==> src/rtl/hex_scan_driver.sv <==
// Time-multiplexed driver for an 8-digit common-anode seven-segment display.
// Optional leading-zero blanking is enabled with `define HEX_SCAN_LZB_EN.
module hex_scan_driver #(
  parameter int DIGITS = 8,
  parameter int DIV    = 50000
) (
  input  logic        clk,
  input  logic        rst,
  input  logic [31:0] data_i,
  input  logic [7:0]  en_i,
  output logic [6:0]  hex,
  output logic [7:0]  hex_on,
  output logic        frame_o
);
  localparam int CW = (DIV > 2) ? $clog2(DIV) : 1;
  localparam logic [2:0]    LAST_IDX = 3'(DIGITS - 1);
  localparam logic [CW-1:0] LAST_DIV = CW'(DIV - 1);

  logic [CW-1:0] div_q, div_d;
  logic [2:0]    idx_q, idx_d;
  logic [31:0]   data_sh_q, data_sh_d;
  logic [7:0]    en_sh_q, en_sh_d;
  logic          first_q;
  logic [6:0]    hex_q, hex_d;
  logic [7:0]    hex_on_q, hex_on_d;
  logic          frame_q;

  logic       tick, load, lzb_blank, digit_on;
  logic [3:0] nib;

  assign tick = (div_q == LAST_DIV);
  assign load = (tick && (idx_q == LAST_IDX)) || first_q;

  always_comb begin
    div_d = tick ? '0 : div_q + CW'(1);
    idx_d = idx_q;
    if (tick) idx_d = (idx_q == LAST_IDX) ? 3'd0 : idx_q + 3'd1;
    data_sh_d = load ? data_i : data_sh_q;
    en_sh_d   = load ? en_i   : en_sh_q;
  end

  assign nib = data_sh_q[{idx_q, 2'b00} +: 4];

`ifdef HEX_SCAN_LZB_EN
  // zabove[k]: nibble k and every used nibble above it are zero
  logic [7:0] zabove;
  always_comb begin
    logic acc;
    acc    = 1'b1;
    zabove = '0;
    for (int k = 7; k >= 0; k--) begin
      if (k < DIGITS) acc = acc & (data_sh_q[4*k +: 4] == 4'd0);
      zabove[k] = acc;
    end
  end
  assign lzb_blank = (idx_q != 3'd0) && zabove[idx_q];
`else
  assign lzb_blank = 1'b0;
`endif

  assign digit_on = en_sh_q[idx_q] && !lzb_blank;

  always_comb begin
    hex_on_d = 8'hFF;
    hex_d    = 7'h7F;
    if (digit_on) begin
      hex_on_d = ~(8'd1 << idx_q);
      unique case (nib)
        4'h0: hex_d = 7'h40;
        4'h1: hex_d = 7'h79;
        4'h2: hex_d = 7'h24;
        4'h3: hex_d = 7'h30;
        4'h4: hex_d = 7'h19;
        4'h5: hex_d = 7'h12;
        4'h6: hex_d = 7'h02;
        4'h7: hex_d = 7'h78;
        4'h8: hex_d = 7'h00;
        4'h9: hex_d = 7'h10;
        4'hA: hex_d = 7'h08;
        4'hB: hex_d = 7'h03;
        4'hC: hex_d = 7'h46;
        4'hD: hex_d = 7'h21;
        4'hE: hex_d = 7'h06;
        4'hF: hex_d = 7'h0E;
      endcase
    end
  end

  always_ff @(posedge clk) begin
    if (rst) begin
      div_q     <= '0;
      idx_q     <= '0;
      data_sh_q <= '0;
      en_sh_q   <= '0;
      first_q   <= 1'b1;
      hex_q     <= 7'h7F;
      hex_on_q  <= 8'hFF;
      frame_q   <= 1'b0;
    end else begin
      div_q     <= div_d;
      idx_q     <= idx_d;
      data_sh_q <= data_sh_d;
      en_sh_q   <= en_sh_d;
      first_q   <= 1'b0;
      hex_q     <= hex_d;
      hex_on_q  <= hex_on_d;
      frame_q   <= load;
    end
  end

  assign hex     = hex_q;
  assign hex_on  = hex_on_q;
  assign frame_o = frame_q;
endmodule

==> config.mk <==
export PLATFORM = sky130hd
export DESIGN_NAME = hex_scan_driver
export DESIGN_NICKNAME = d
export VERILOG_FILES = /design/src/rtl/hex_scan_driver.sv
export SDC_FILE = /design/constraint.sdc
export NUM_CORES = 1
export LEC_CHECK = 0
export BUFFER_PORTS_ARGS = -buffer_cell sky130_fd_sc_hd__buf_2
export CAP_MARGIN = 25
export CORE_ASPECT_RATIO = 2
export CORE_MARGIN = 4
export CORE_UTILIZATION = 25
export CTS_BUF_LIST = sky130_fd_sc_hd__clkbuf_8
export DETAILED_ROUTE_END_ITERATION = 7
export GPL_TIMING_DRIVEN = 1
export PLACE_DENSITY = 0.49
export REMOVE_ABC_BUFFERS = 1
export SYNTH_ARGS = -nofsm -noshare
export SYNTH_HDL_FRONTEND = slang
export SYNTH_SLANG_ARGS = --single-unit
==> constraint.sdc <==
create_clock -name clk -period 2.5 [get_ports clk]
set_input_delay 0.125 -clock clk [delete_from_list [all_inputs] [get_ports clk]]
set_output_delay 0.125 -clock clk [all_outputs]
set_load 0.02 [all_outputs]
# --- Word-level counts from Yosys, hierarchy flattened ---
# Memories as Yosys holds them, arrays and structs flattened. A register that Yosys moved wholly into a read port is not among the register bits.
# Index checks and enable logic that the tools add are counted.
word_totals:
  ff_bits: 69
  output_inout_bits: 16
  mem_count: 1
  mem_bits_ro: 112
  inputBits: 42
  word_cells: 25
memory_table:
  columns: ["memory", "depth", "word_bits", "read_ports", "rd_ports_with_merged_regs", "write_ports", "line_no", "text"]
  rows:
  - ["(name not given)", 16, 7, 1, 1, 0, "68", "unique case (nib)"]
classes:
  order_cmp: 1
  n_shift: 2
  n_addsub: 2
  n_mux: 4
  eq_ne: 2
  bitwise_logic: 2
  n_reduce_logical: 4
op_table:
  columns: ["operator", "count"]
  rows:
  - ["indexed part select 32 x 6 -> 4 bit", 1]
  - ["adder 16 x 1 -> 16 bit (second input constant)", 1]
  - ["equality test 16 bit (second input constant)", 1]
  - ["inverter 8 bit", 1]
  - ["left shift 1 x 3 -> 8 bit (first input constant)", 1]
  - ["< comparator 3 x 4 -> 1 bit (second input constant)", 1]
  - ["OR reduction 2 bit", 2]
  - ["adder 3 x 1 -> 3 bit (second input constant)", 1]
  - ["binary-select mux 1 bit (select 3 bit)", 1]
  - ["equality test 3 bit (second input constant)", 1]
  - ["two-way mux 3 bit", 1]
  - ["two-way mux 1 bit", 2]
  - ["logical AND 1 bit", 1]
  - ["logical OR 1 bit", 1]
  - ["inverter 1 bit", 1]

# --- Logic depth before layout (Yosys ltp) ---
depth:
  ltp_word: 4
  mapped_depth: 11
  mapped_depth_nobuf: 9

# --- Least setup slack after synthesis ---
# No wires, ideal clock.
synth_timing:
  kind: "register to register"
  startpoint: "register idx_q[1]"
  endpoint: "register hex_q[5], in the netlist hex[5]"
  setup_ps: 158
  setup_slack_ps: 317
  path_stages_with_launch: 11
  required_time_ps: 2342
  arrival_time_ps: 2025
  path_buffers: 1
  period_less_slack_ps: 2183
  cell_sequence: "dfxtp_1 -> buf_2 -> mux4_1 -> nand2_1 -> and2_1 -> inv_1 -> ha_1 -> inv_1 -> nor2_1 -> a21oi_1 -> o221ai_1"
synth_via:
  elab_chain_len: 4
  word_cells_on_any_way: 5
  classes_between: "shift (1); mux (2); bitwise (1); reduce/logical (1)"
synth_rtl:
  columns: ["element", "line_no", "text"]
  rows:
  - ["start: declaration", "20", "logic [2:0] idx_q, idx_d;"]
  - ["start signal: assignment", "101", "idx_q <= idx_d;"]
  - ["parallel branches: the longest is 4 deep, another holds indexed part select 32 x 6 -> 4 bit", null, null]
  - ["end: declaration", "24", "logic [6:0] hex_q, hex_d;"]
# Several ways; the timed one is not identified. The select of a mux whose other input is x is not followed.
# A chain may end at the register's enable or synchronous reset.

# --- Worst setup path in the final report ---
layout_timing:
  startpoint: "register idx_q[1]"
  endpoint: "register hex_q[4], in the netlist hex[4]"
# The elaborated chain is that of the path after synthesis.

==> reports/results.txt <==
Status: finished clean
H-tree level count: 3
Buffers on Ports: 57
DRC: 0
Sequential Power Share: 0.514
Initial core utilization: 0.2542
Ys Warns: 0
CTS clk-pin slew, worst paths: 0.08 ns
Yosys top cell by area: dfxtp_1
Via count: 2606
Io pins: 58
Final min period: 2.288 ns
Hold Crit Class: in2reg
CTS resizes: 0
Fmax: 0.4371 GHz
Post-DRT Antenna Nets: 0
Register area share after synthesis: 0.4632
Antenna fix cells: 0
Dpl hpwl: 6129 µm
Post-synth ARST share: 0
Synth Flop Type: dfxtp_1
Placer congestion estimate: 0.7649
Finished Layout Cells: 581
Layout cell share with drive strength beyond 1: 0.2168
First-pass GRT wire length: 12350 µm
Dpl cell area: 0.003725 mm²
Initial antenna violation count: 1
Number of vias per cell: 4.485
Placed Cells incl. Taps: 565
Die X: 89.05 µm
CTS Hold Bufs: 0
Clock Sinks: 76
Clk Latency, worst-skew pair: 0.35 ns
Avg WL per Cell: 13.31 µm
P&R area growth vs syn: 20.04%
FF+latch count, synth: 76
Net switching power: 588.6 µW
Core box area: 0.01292 mm²
Synth Area per Inst: 8.901 µm²
Kind of critical path: reg2reg
Std cell rows: 59
Die Ht: 170.1 µm
Minimum hold slack: 0.01557 ns
Slew @ Worst Pin: 0.7826 ns
Peak supply drop: 227.5 µV
Switch share: 0.2366
Top cells by count, synth: nand2_1, dfxtp_1, a21oi_1
EDFF count, synth: 0
Die area: 0.01515 mm²
1st-pass router iterations: 4
Period utilization: 0.9151
Count leader, synth: nand2_1
Max-slew violation count: 0
Setup Skew: 0.009016 ns
CTS root buffer: clkbuf_8
Post-CTS Setup Inserts: 0
Clk pwr share: 0.407
Setup TNS: 0 ns
Worst slack, placed: 0.1588 ns
Worst Path Arrival: 2.46 ns
P per Cell Area: 631.0 mW/mm²
Cell count after synthesis: 369
Yosys cell types: 43
P_leak: 1.561 nW
Fin worst setup slack: 0.2123 ns
Clock tree from TritonCTS: yes
Number of setup violations in the final report: 0
Clock buffer depth: 2
Syn Std Cell Area: 0.003284 mm²
Final nets: 479
Starting DRT DRC Count: 76
Overflow after GRT: 0
CP max FO: 6
Max_cap viols: 0
Max_slew headroom: 0.4783
Share of total power in combinational logic: 0.079
Vias in the first global route: 2612
Design area: 0.003943 mm²
Worst setup SP type: register
Hold Fails Final Rpt: 0
Endpoint type of the worst setup path: register
GR Util All Layers: 0.1062
Pin count of the biggest net entering global routing: 39
P_int: 1.899 mW
WP data required: 2.67 ns
Unrepaired setup endpoints after global routing: false
Share of the synthesized area in the top cell type: 0.4632
CTS Buf Count: 9
Routed wire length: 7733 µm
Dominant cells by area after synthesis: dfxtp_1, nand2_1, a21oi_1
## per-layer routing
| layer | vias up | routed length, µm | track usage |
|---|---|---|---|
| li1 | 1351 | - | - |
| met1 | 1203 | 2898 | 0.1056 |
| met2 | 37 | 4425 | 0.2039 |
| met3 | 15 | 251 | 0.02277 |
| met4 | 0 | 158 | 0.04277 |
| met5 | - | 0 | 0 |
## cell usage in the layout, fill, tap and decap left out, types with 2 or more instances in the layout
cell type / synthesis / final
nand2_1: 99 / 99
dfxtp_1: 76 / 75
nor3_1: 6 / 6
ha_1: 13 / 13
xnor2_1: 6 / 6
mux2i_1: 4 / 4
nor2_1: 24 / 24
a21oi_1: 48 / 48
mux4_2: 2 / 2
or3_1: 4 / 4
mux4_1: 6 / 6
nand2b_1: 2 / 2
nand3_1: 10 / 10
o221ai_1: 3 / 3
nor4bb_1: 2 / 2
buf_4: 0 / 7
and3_1: 2 / 2
xor2_1: 7 / 7
clkinvlp_4: 0 / 2
clkbuf_8: 0 / 9
buf_2: 11 / 57
bufinv_16: 0 / 2
mux2_2: 3 / 3
inv_1: 7 / 8
inv_2: 2 / 2
o21ai_0: 4 / 4
## final cells by class
type	count	area, µm²
fill	1393	8976
multi-input combinational	263	1622
sequential	76	1523
timing repair buffer	65	357.8
tap	152	190.2
clock buffer	9	123.9
clock inverter	7	92.59
inverter	9	33.78
## per-stage QoR
stage                     power (mW)  utilization
after global routing           2.601       0.3052
after detailed placement       1.507       0.2883
after CTS                      2.526       0.3051
final                          2.488       0.3052
after floorplan                1.414            -
after global placement         1.503       0.2883
## critical path, cell delays in order, from the launching register on
cell and delay (ns):
dfxtp_1 0.46, mux4_1 0.63, mux2i_4 0.24, inv_2 0.10, ha_1 0.25, mux2_2 0.28
nand2_1 0.06, o311ai_1 0.10
## worst paths after layout
check	startpoint	end	slack, ns	depth (start not counted)
setup / recovery	idx_q[1]	hex[4]	0.21	7
hold / removal	data_i[27]	data_sh_q[27]	0.02	3
setup reg to reg	idx_q[1]	hex[4]	0.21	7
hold reg to reg	en_sh_q[4]	en_sh_q[4]	0.45	2
## cell families (layout without fill, tap and decap cells)
logic type / count (synthesis) / count (layout) / share of synthesized area
mux: 17 / 17 / 0.09562
flops: 76 / 76 / 0.4632
simple gates: 156 / 156 / 0.2015
buf+inv: 30 / 90 / 0.04419
compound gates: 64 / 64 / 0.1112
fa+ha+maj: 13 / 13 / 0.04953
xor+xnor: 13 / 13 / 0.03467
## registers in the layout, summed over array words and instances (netlist names)
register / flops
frame_o: 1
data_sh_q: 32
en_sh_q: 8
div_q: 16
first_q: 1
idx_q: 3
hex: 7
hex_on: 8
## power groups by stage
stage               combinational, mW  clock (mW)  sequential, mW
floorplan                       0.108           0            1.31
global placement                0.196           0            1.31
detailed placement              0.199           0            1.31
CTS                             0.200        1.05            1.28
global route                    0.220        1.10            1.28
finish                          0.196        1.01            1.28
Power figures use the tool's default switching activity.
